## src/rtl/task_manager_pkg.sv

```systemverilog
// Shared types and constants for the packet task manager.
package task_manager_pkg;
  localparam int MAX_BYTES_DEF = 64;
  localparam int BYTE_W        = 8;
  localparam int SIZE_W        = 12;
  localparam int CSUM_W        = 16;

  typedef enum logic [2:0] {IDLE, LOAD, READY, SEND, RECV, DONE} state_e;

  // Answer byte counter saturates rather than wrapping.
  function automatic logic [SIZE_W-1:0] sat_inc(input logic [SIZE_W-1:0] v);
    return (&v) ? v : v + SIZE_W'(1);
  endfunction
endpackage

```

## src/rtl/task_manager_buf.sv

```systemverilog
// Packet byte store: synchronous write port, asynchronous read port.
module task_manager_buf
  import task_manager_pkg::*;
#(
  parameter int DEPTH = MAX_BYTES_DEF,
  localparam int AW   = $clog2(DEPTH)
) (
  input  logic              i_clk,
  input  logic              i_we,
  input  logic [AW-1:0]     i_waddr,
  input  logic [BYTE_W-1:0] i_wdata,
  input  logic [AW-1:0]     i_raddr,
  output logic [BYTE_W-1:0] o_rdata
);
  logic [BYTE_W-1:0] mem_q [DEPTH];

  always_ff @(posedge i_clk) begin
    if (i_we) mem_q[i_waddr] <= i_wdata;
  end

  assign o_rdata = mem_q[i_raddr];
endmodule

```

## src/rtl/task_manager.sv

```systemverilog
// Loads a packet, streams it to a task block, then collects and checks the answer.
module task_manager
  import task_manager_pkg::*;
#(
  parameter int MAX_BYTES = MAX_BYTES_DEF
) (
  input  logic              i_clk,
  input  logic              i_rst,
  input  logic              i_load_valid,
  input  logic [BYTE_W-1:0] i_load_data,
  input  logic              i_load_last,
  output logic              o_load_ready,
  input  logic              i_start,
  input  logic              i_clear,
  output logic [BYTE_W-1:0] o_tdata,
  output logic              o_tdata_valid,
  output logic              o_tdata_last,
  input  logic              i_tready,
  output logic              o_tmanager_ready,
  input  logic              i_tanswer_ready,
  input  logic [BYTE_W-1:0] i_tanswer_data,
  input  logic              i_tanswer_data_last,
  input  logic [SIZE_W-1:0] i_packet_size_in_bytes,
  output logic              o_done,
  output logic              o_size_err,
  output logic [SIZE_W-1:0] o_rx_count,
  output logic [CSUM_W-1:0] o_rx_checksum
);
  localparam int AW = $clog2(MAX_BYTES);
  localparam int LW = AW + 1;  // tx_len must hold MAX_BYTES itself
  localparam logic [AW-1:0] LAST_ADDR = AW'(MAX_BYTES - 1);

  state_e            state_q;
  logic [AW-1:0]     wr_ptr_q, rd_ptr_q;
  logic [LW-1:0]     tx_len_q;
  logic [SIZE_W-1:0] rx_count_q, rx_count_d;
  logic [CSUM_W-1:0] rx_csum_q, rx_csum_d;
  logic              size_err_q;
  logic              load_en, beat_last;
  logic [BYTE_W-1:0] rd_data;

  task_manager_buf #(.DEPTH(MAX_BYTES)) u_buf (
    .i_clk   (i_clk),
    .i_we    (load_en),
    .i_waddr (wr_ptr_q),
    .i_wdata (i_load_data),
    .i_raddr (rd_ptr_q),
    .o_rdata (rd_data)
  );

  // Every output is a decode of registered state; no input reaches an output.
  assign o_load_ready     = (state_q == IDLE) || (state_q == LOAD);
  assign o_tdata_valid    = (state_q == SEND);
  assign o_tdata          = o_tdata_valid ? rd_data : '0;
  assign beat_last        = ({1'b0, rd_ptr_q} == tx_len_q - LW'(1));
  assign o_tdata_last     = o_tdata_valid && beat_last;
  assign o_tmanager_ready = (state_q == RECV);
  assign o_done           = (state_q == DONE);
  assign o_size_err       = size_err_q;
  assign o_rx_count       = rx_count_q;
  assign o_rx_checksum    = rx_csum_q;

  assign load_en    = i_load_valid && o_load_ready;
  assign rx_count_d = sat_inc(rx_count_q);
  assign rx_csum_d  = rx_csum_q + CSUM_W'(i_tanswer_data);

  always_ff @(posedge i_clk) begin
    if (!i_rst || i_clear) begin
      state_q    <= IDLE;
      wr_ptr_q   <= '0;
      rd_ptr_q   <= '0;
      tx_len_q   <= '0;
      rx_count_q <= '0;
      rx_csum_q  <= '0;
      size_err_q <= 1'b0;
    end else begin
      case (state_q)
        IDLE, LOAD: begin
          if (load_en) begin
            wr_ptr_q <= wr_ptr_q + AW'(1);
            state_q  <= LOAD;
            if (i_load_last || wr_ptr_q == LAST_ADDR) begin
              tx_len_q <= {1'b0, wr_ptr_q} + LW'(1);
              state_q  <= READY;
            end
          end
        end
        READY, DONE: begin
          if (i_start) begin
            state_q    <= SEND;
            rd_ptr_q   <= '0;
            rx_count_q <= '0;
            rx_csum_q  <= '0;
            size_err_q <= 1'b0;
          end
        end
        SEND: begin
          if (i_tready) begin
            if (beat_last) begin
              state_q  <= RECV;
              rd_ptr_q <= '0;
            end else begin
              rd_ptr_q <= rd_ptr_q + AW'(1);
            end
          end
        end
        RECV: begin
          if (i_tanswer_ready) begin
            rx_count_q <= rx_count_d;
            rx_csum_q  <= rx_csum_d;
            if (i_tanswer_data_last) begin
              size_err_q <= (rx_count_d != i_packet_size_in_bytes);
              state_q    <= DONE;
            end
          end
        end
        default: state_q <= IDLE;
      endcase
    end
  end
endmodule

```

## config.mk

```make
export PLATFORM = sky130hd
export DESIGN_NAME = task_manager
export DESIGN_NICKNAME = d
export VERILOG_FILES = /design/src/rtl/task_manager_pkg.sv /design/src/rtl/task_manager_buf.sv /design/src/rtl/task_manager.sv
export SDC_FILE = /design/constraint.sdc
export NUM_CORES = 1
export LEC_CHECK = 0
export ABC_AREA = 1
export CAP_MARGIN = 0
export CORE_ASPECT_RATIO = 0.75
export CORE_UTILIZATION = 53
export CTS_BUF_LIST = sky130_fd_sc_hd__clkbuf_8 sky130_fd_sc_hd__clkbuf_16
export CTS_CLUSTER_DIAMETER = 60
export DETAILED_ROUTE_END_ITERATION = 10
export GPL_TIMING_DRIVEN = 0
export PLACE_DENSITY = 0.7
export SKIP_LAST_GASP = 1
export SYNTH_ARGS = -nofsm -noshare
export SYNTH_HDL_FRONTEND = slang
export SYNTH_HIERARCHICAL = 1
export SYNTH_SLANG_ARGS = --single-unit
```

## constraint.sdc

```tcl
create_clock -name i_clk -period 3.4 [get_ports i_clk]
set_input_delay 0.51 -clock i_clk [delete_from_list [all_inputs] [get_ports i_clk]]
set_output_delay 0.51 -clock i_clk [all_outputs]
set_load 0.01 [all_outputs]
```

* Word level (Yosys, flattened, before mapping)
Memory sizes are Yosys's and may differ from the RTL's. A register that Yosys moved wholly into a read port is not among the register bits. Index checks and enable logic that the tools add are counted.
Storage, ports and cells: memories kept 1, input bits 37, memory bits (writable) 512, logic and storage cells 74, register bits after elaboration 51, output and inout port bits 42
Memory list:
- u_buf.mem_q | depth 64, width 8, read ports 1, clocked after memory_dff 1, wr ports 1, RTL line task_manager_buf.sv:15 | logic [BYTE_W-1:0] mem_q [DEPTH];
Operators by class: multiplexer cells 28, $add $sub $neg 6, reductions and logical operators 18, eq/ne operators 14
Operator list (number):
- 12-bit two-way mux | 3
- 16-bit two-way mux | 2
- 16-bit case mux with 2 select lines | 1
- 6-bit two-way mux | 5
- 12-bit case mux with 2 select lines | 1
- 3-bit two-way mux | 6
- 16-bit by 8-bit adder with 16-bit output | 1
- 12-bit by 1-bit adder with 12-bit output, second input constant | 1
- 6-bit by 1-bit adder with 6-bit output, second input constant | 2
- 12-bit != test | 1
- 3-bit case mux with 4 select lines | 1
- 6-bit case mux with 2 select lines | 1
- 12-bit AND reduction | 1
- 3-bit AND reduction | 3
- 8-bit two-way mux | 1
- 2-bit by 1-bit != test with 1-bit output, second input constant | 4
- 6-bit by 1-bit adder with 7-bit output, second input constant | 1
- 6-bit by 7-bit == test with 1-bit output | 1
- 7-bit by 1-bit subtractor with 7-bit output, second input constant | 1
- 3-bit by 2-bit == test with 1-bit output, second input constant | 2
- 3-bit == test, second input constant | 2
- 6-bit == test, second input constant | 1
- 6-bit AND reduction | 1
- 1-bit two-way mux | 5
- 12 further kinds | 18

* Depth between registers and ports, before layout
depth in word-level cells 7, depth in mapped cells 14

* Cells and area by module
The synthesis kept the hierarchy.
Modules (own cells, without submodules):
- task_manager_buf | cells an instance 1797, sequential area each 15374.7 µm², area each 21179.1 µm², instances 1
- task_manager | cells an instance 525, sequential area each 1021.0 µm², area each 3339.5 µm², instances 1

* Worst setup path after synthesis
Ideal clock, no wire load.
kind reg2reg, start reg state_q[1], end mem u_buf.mem_q[48][0], enable pin, path slack 0.631 ns, cell stages (with the launch flop) 7, data required time 3.005 ns, setup time 0.395 ns, arrival 2.374 ns, period minus slack after synthesis 2.769 ns, path buffers 1, cells stage by stage dfxtp_1 > nor2_1 > nand2_1 > inv_1 > clkbuf_1 > nand4_1 > nor4_1
Between the ends: cells in the longest elaborated chain, start to end 5
RTL lines:
- from (decl) | RTL line task_manager.sv:33 | state_e state_q;
- from (signal assigned) | RTL line task_manager.sv:69 | state_q <= IDLE;
- from (signal assigned) | RTL line task_manager.sv:81 | state_q <= LOAD;
- from (signal assigned) | RTL line task_manager.sv:84 | state_q <= READY;
- 3-bit by 1-bit == test with 1-bit output or 3-bit logical NOT (tied branches) | RTL line task_manager.sv:52 | assign o_load_ready = (state_q == IDLE) || (state_q == LOAD);
- 1-bit logical OR * | RTL line task_manager.sv:52
- named net o_load_ready | RTL line task_manager.sv:12 | output logic o_load_ready,
- 1-bit logical AND * | RTL line task_manager.sv:63 | assign load_en = i_load_valid && o_load_ready;
- named net load_en | RTL line task_manager.sv:39 | logic load_en, beat_last;
- 1-bit two-way mux * | RTL line task_manager_buf.sv:18 | if (i_we) mem_q[i_waddr] <= i_wdata;
- 1-bit two-way mux (not written as such) * | RTL line task_manager_buf.sv:18
- to (decl) | RTL line task_manager_buf.sv:15
The timed path passes the listed nets; every way through them passes the cells marked *.

* Worst setup path after layout
start reg state_q[2], end mem u_buf.mem_q[40][5], enable pin
Between the ends: cells in the longest elaborated chain, start to end 5
RTL lines (RTL line):
- 3-bit by 1-bit == test with 1-bit output or 3-bit logical NOT (tied branches) | task_manager.sv:52
- 1-bit logical OR * | task_manager.sv:52
- 1-bit logical AND * | task_manager.sv:63
- named net load_en | task_manager.sv:39
- 1-bit two-way mux * | task_manager_buf.sv:18
- 1-bit two-way mux (not written as such) * | task_manager_buf.sv:18
Marks and branches as above.

==> reports/qor.csv <==
metric,value,unit
port bufs,78,
final hold violation count,0,
Buf/Inv on CP,2,
sequential power share,54.2,%
post-synthesis compound-gate area fraction,1.81,%
layout cells sized above 1,12.8,%
net switching power,3.12,mW
Final min period,3440,ps
Antenna diodes,0,
Setup Viol. Count Final,26,
Hold Buf Count CTS,0,
post-synthesis sequential area ratio,66.9,%
"count leader, synth",nand2_1,
synthesized-area fraction occupied by xor and xnor cells,0.786,%
Netlist Area Pre-Place,24500,um^2
first-pass GRT wire length,108000,um
worst endpoint data arrival time,3660,ps
total routed wirelength,74100,um
DP Wirelength,51700,um
Post-Place Worst Slack,-702,ps
Comb power frac,5.5,%
Clock Skews,21.2,ps
FMAX,290,MHz
Lkg Pwr,10.5,nW
CP endpoint kind,flip-flop,
startpoint types,flip-flop,
Setup CP Type,reg -> reg,
die area,47100,um^2
# rows,67,
GR Overflow Total,0,
Synth Area in Simple Gates,25.0,%
synth unique cells,40,
Synth top area share,62.7,%
WL/cell,23.8,um
maximum fanout along the worst path,9,
Area contributors post-synth,"edfxtp_1, nand2_1, nand3_1, dfxtp_1, nor2_1",
initial antenna violation count,0,
max-cap violations,0,
Reg area,16400,um^2
asr flop ratio synth,0,%
CP max stage delay,900,ps
pin count of the biggest net entering global routing,47,
total CTS buffers,54,
vias in the first global route,17100,
Pins Over Slew Limit,0,
post-synth top area cell,edfxtp_1,
ys flop type,edfxtp_1,
fin worst setup slack,-44.6,ps
Top Ports,79,
Fill cells,3635,
clock sinks,563,
list of most frequent post-synthesis cells,"nand2_1, edfxtp_1, nand3_1, nor2_1, inv_1",
Hold Path Class,in -> reg,
area of the multi-input gates,7240,um^2
CTS tree,yes,
Die Wd,250,um
Die Ht,188,um
final antenna-violating net count,0,
Root Buffer,clkbuf_16,
clock network power share,40.4,%
maximum VDD drop,0.447,mV
Sw Share,22.3,%
CP Cell Sequence,nor2_1 -> nand2_1 -> inv_1 -> clkbuf_1 -> nand4_1 -> nor2_1,
DRC,0,
adder-cell share of the synthesized area,0.694,%
status,"complete, but fails checks",
mux share of post-synthesis cell area,0.0408,%
Mapped Cells,2322,
worst-case clock buffer depth,3,
Yosys Warn Count,6,
Crit-path slowest cell,nor2_1,
Slew @ Worst Pin,882,ps
Tot GR Track Use,31.4,%
cell internal pwr,10.9,mW
Vias per Instance,5.91,
fin crit share,101,%
largest family of logic cells by synthesized area,simple AND/OR/NAND/NOR gates,
final layout net count,2535,
Syn Area/Cell,10.6,um^2
RSZ-0062 raised after global routing,yes,
Hold Worst Slack,429,ps
Worst slew margin,41.0,%
Placed Area,26300,um^2
routed vias,18400,
initial drt markers,2203,
Worst Path Required,3620,ps
crit-path most repeated cell,nor2_1,
failing checks,setup timing,
family with the most delay on the worst path,simple AND/OR/NAND/NOR gates,
Starting Density,54.3,%
worst-skew pair later-pin latency,590,ps
Post-Synthesis Net Count,2372,
H-tree depth,2,
Pwr Density,493,nW/um^2
Sum Neg Setup Slack,-553,ps
P&R area growth vs syn,16.0,%
Seq cells post-synth,563,
Worst-path clk slew,60,ps
Post-synth EDFFs,512,
final instance area,28400,um^2
DRT Pass-1 Iters,6,
gpl congestion,0.968,
Core ar.,45200,um^2
[cell type report]
type,instances,area share (%)
clock inverter,39,0.779
multi-input combinational,1550,25.5
timing repair buffer,107,3.63
tap,586,2.58
sequential,563,57.7
clock buffer,59,5.03
buffer,122,3.66
inverter,87,1.18
[layer usage]
metal / wire length [um] / global-route usage [%] / vias up
met5: 0 / 0 / -
met4: 1880 / 8.66 / 0
met3: 8800 / 5.79 / 136
met1: 31000 / 47.2 / 8853
li1: - / - / 8365
met2: 32500 / 46.8 / 1043
[final timing paths]
| kind | start | to | slack (ps) | cells past startpoint |
|---|---|---|---|---|
| max | state_q[2] | u_buf/mem_q[40][5] | -40 | 6 |
| min | i_load_data[7] | u_buf/mem_q[8][7] | 430 | 1 |
| max reg2reg | state_q[2] | u_buf/mem_q[40][5] | -40 | 6 |
| min reg2reg | o_size_err | o_size_err | 490 | 2 |
[cells by family (layout without fill, tap and decap cells)]
group | count (synthesis) | in the layout
XOR/XNOR | 22 | 22
adder cells (fa/ha/maj) | 13 | 13
AO/OA/AOI/OAI | 83 | 83
flip-flops | 563 | 563
AND/OR/NAND/NOR | 1431 | 1431
multiplexers | 1 | 1
buffers and inverters | 209 | 414
[placed cells by master, fill, tap and decap left out, types with 3 or more instances in the layout]
master / netlist / routed
clkinv_1: 1 / 12
nor3_4: 3 / 3
nand4_1: 19 / 19
a21oi_1: 51 / 51
inv_1: 77 / 88
inv_2: 7 / 7
clkbuf_4: 0 / 3
buf_6: 35 / 45
o21bai_1: 4 / 4
o21ai_0: 21 / 21
clkbuf_8: 0 / 4
nand3_1: 477 / 453
clkbuf_2: 0 / 10
clkinv_4: 0 / 4
buf_8: 2 / 7
xnor2_1: 6 / 6
clkbuf_1: 20 / 14
nor2_4: 0 / 3
buf_2: 40 / 38
xor2_1: 16 / 16
edfxtp_1: 512 / 512
buf_12: 0 / 12
ha_1: 12 / 12
or2_2: 3 / 3
clkinvlp_4: 0 / 4
buf_4: 14 / 33
nand2_2: 4 / 6
nor2_1: 107 / 69
clkbuf_16: 0 / 55
nor4_2: 0 / 7
nor2_2: 2 / 37
nand3_2: 0 / 24
nand2_1: 795 / 793
clkinv_2: 0 / 7
nor3_1: 7 / 7
nand3b_1: 4 / 4
dfxtp_1: 51 / 48
clkdlybuf4s50_1: 0 / 62
[power by group through the flow]
stage	combinational, mW	clock (mW)	sequential, mW
2_1_floorplan	0.365	0	7.74
3_3_place_gp	0.685	0	7.76
3_5_place_dp	0.723	0	7.74
4_1_cts	0.743	5.71	7.59
5_1_grt	0.823	5.97	7.59
6_report	0.766	5.66	7.59
[stage by stage]
stage | total power [mW] | std cells | util, %
2_1_floorplan | 8.10 | 2322 | -
3_3_place_gp | 8.44 | 2986 | 57.6
3_5_place_dp | 8.46 | 3002 | 58.1
4_1_cts | 14.0 | 3102 | 62.4
5_1_grt | 14.4 | 3113 | 62.9
6_report | 14.0 | 3113 | 62.9
[worst register-to-register path, stage by stage, from the launching register on]
cell and delay, ps:
dfxtp_1 390, nor2_1 220, nand2_1 300, inv_1 310, clkbuf_1 370, nand4_1 590
nor2_1 900
[repair_timing]
item | 4_1_cts | 5_1_grt
resized for setup | 99 | 59
setup buffers | 2 | 11
endpoints found under the setup margin | 192 | 372
pin swaps | 1 | 6
[registers in the layout, indices dropped and copies added, names as in the netlist]
signal / count
o_size_err: 1
o_rx_count: 12
u_buf/mem_q: 512
tx_len_q: 7
wr_ptr_q: 6
rd_ptr_q: 6
state_q: 3
o_rx_checksum: 16
(Power assumes the default switching activity.)
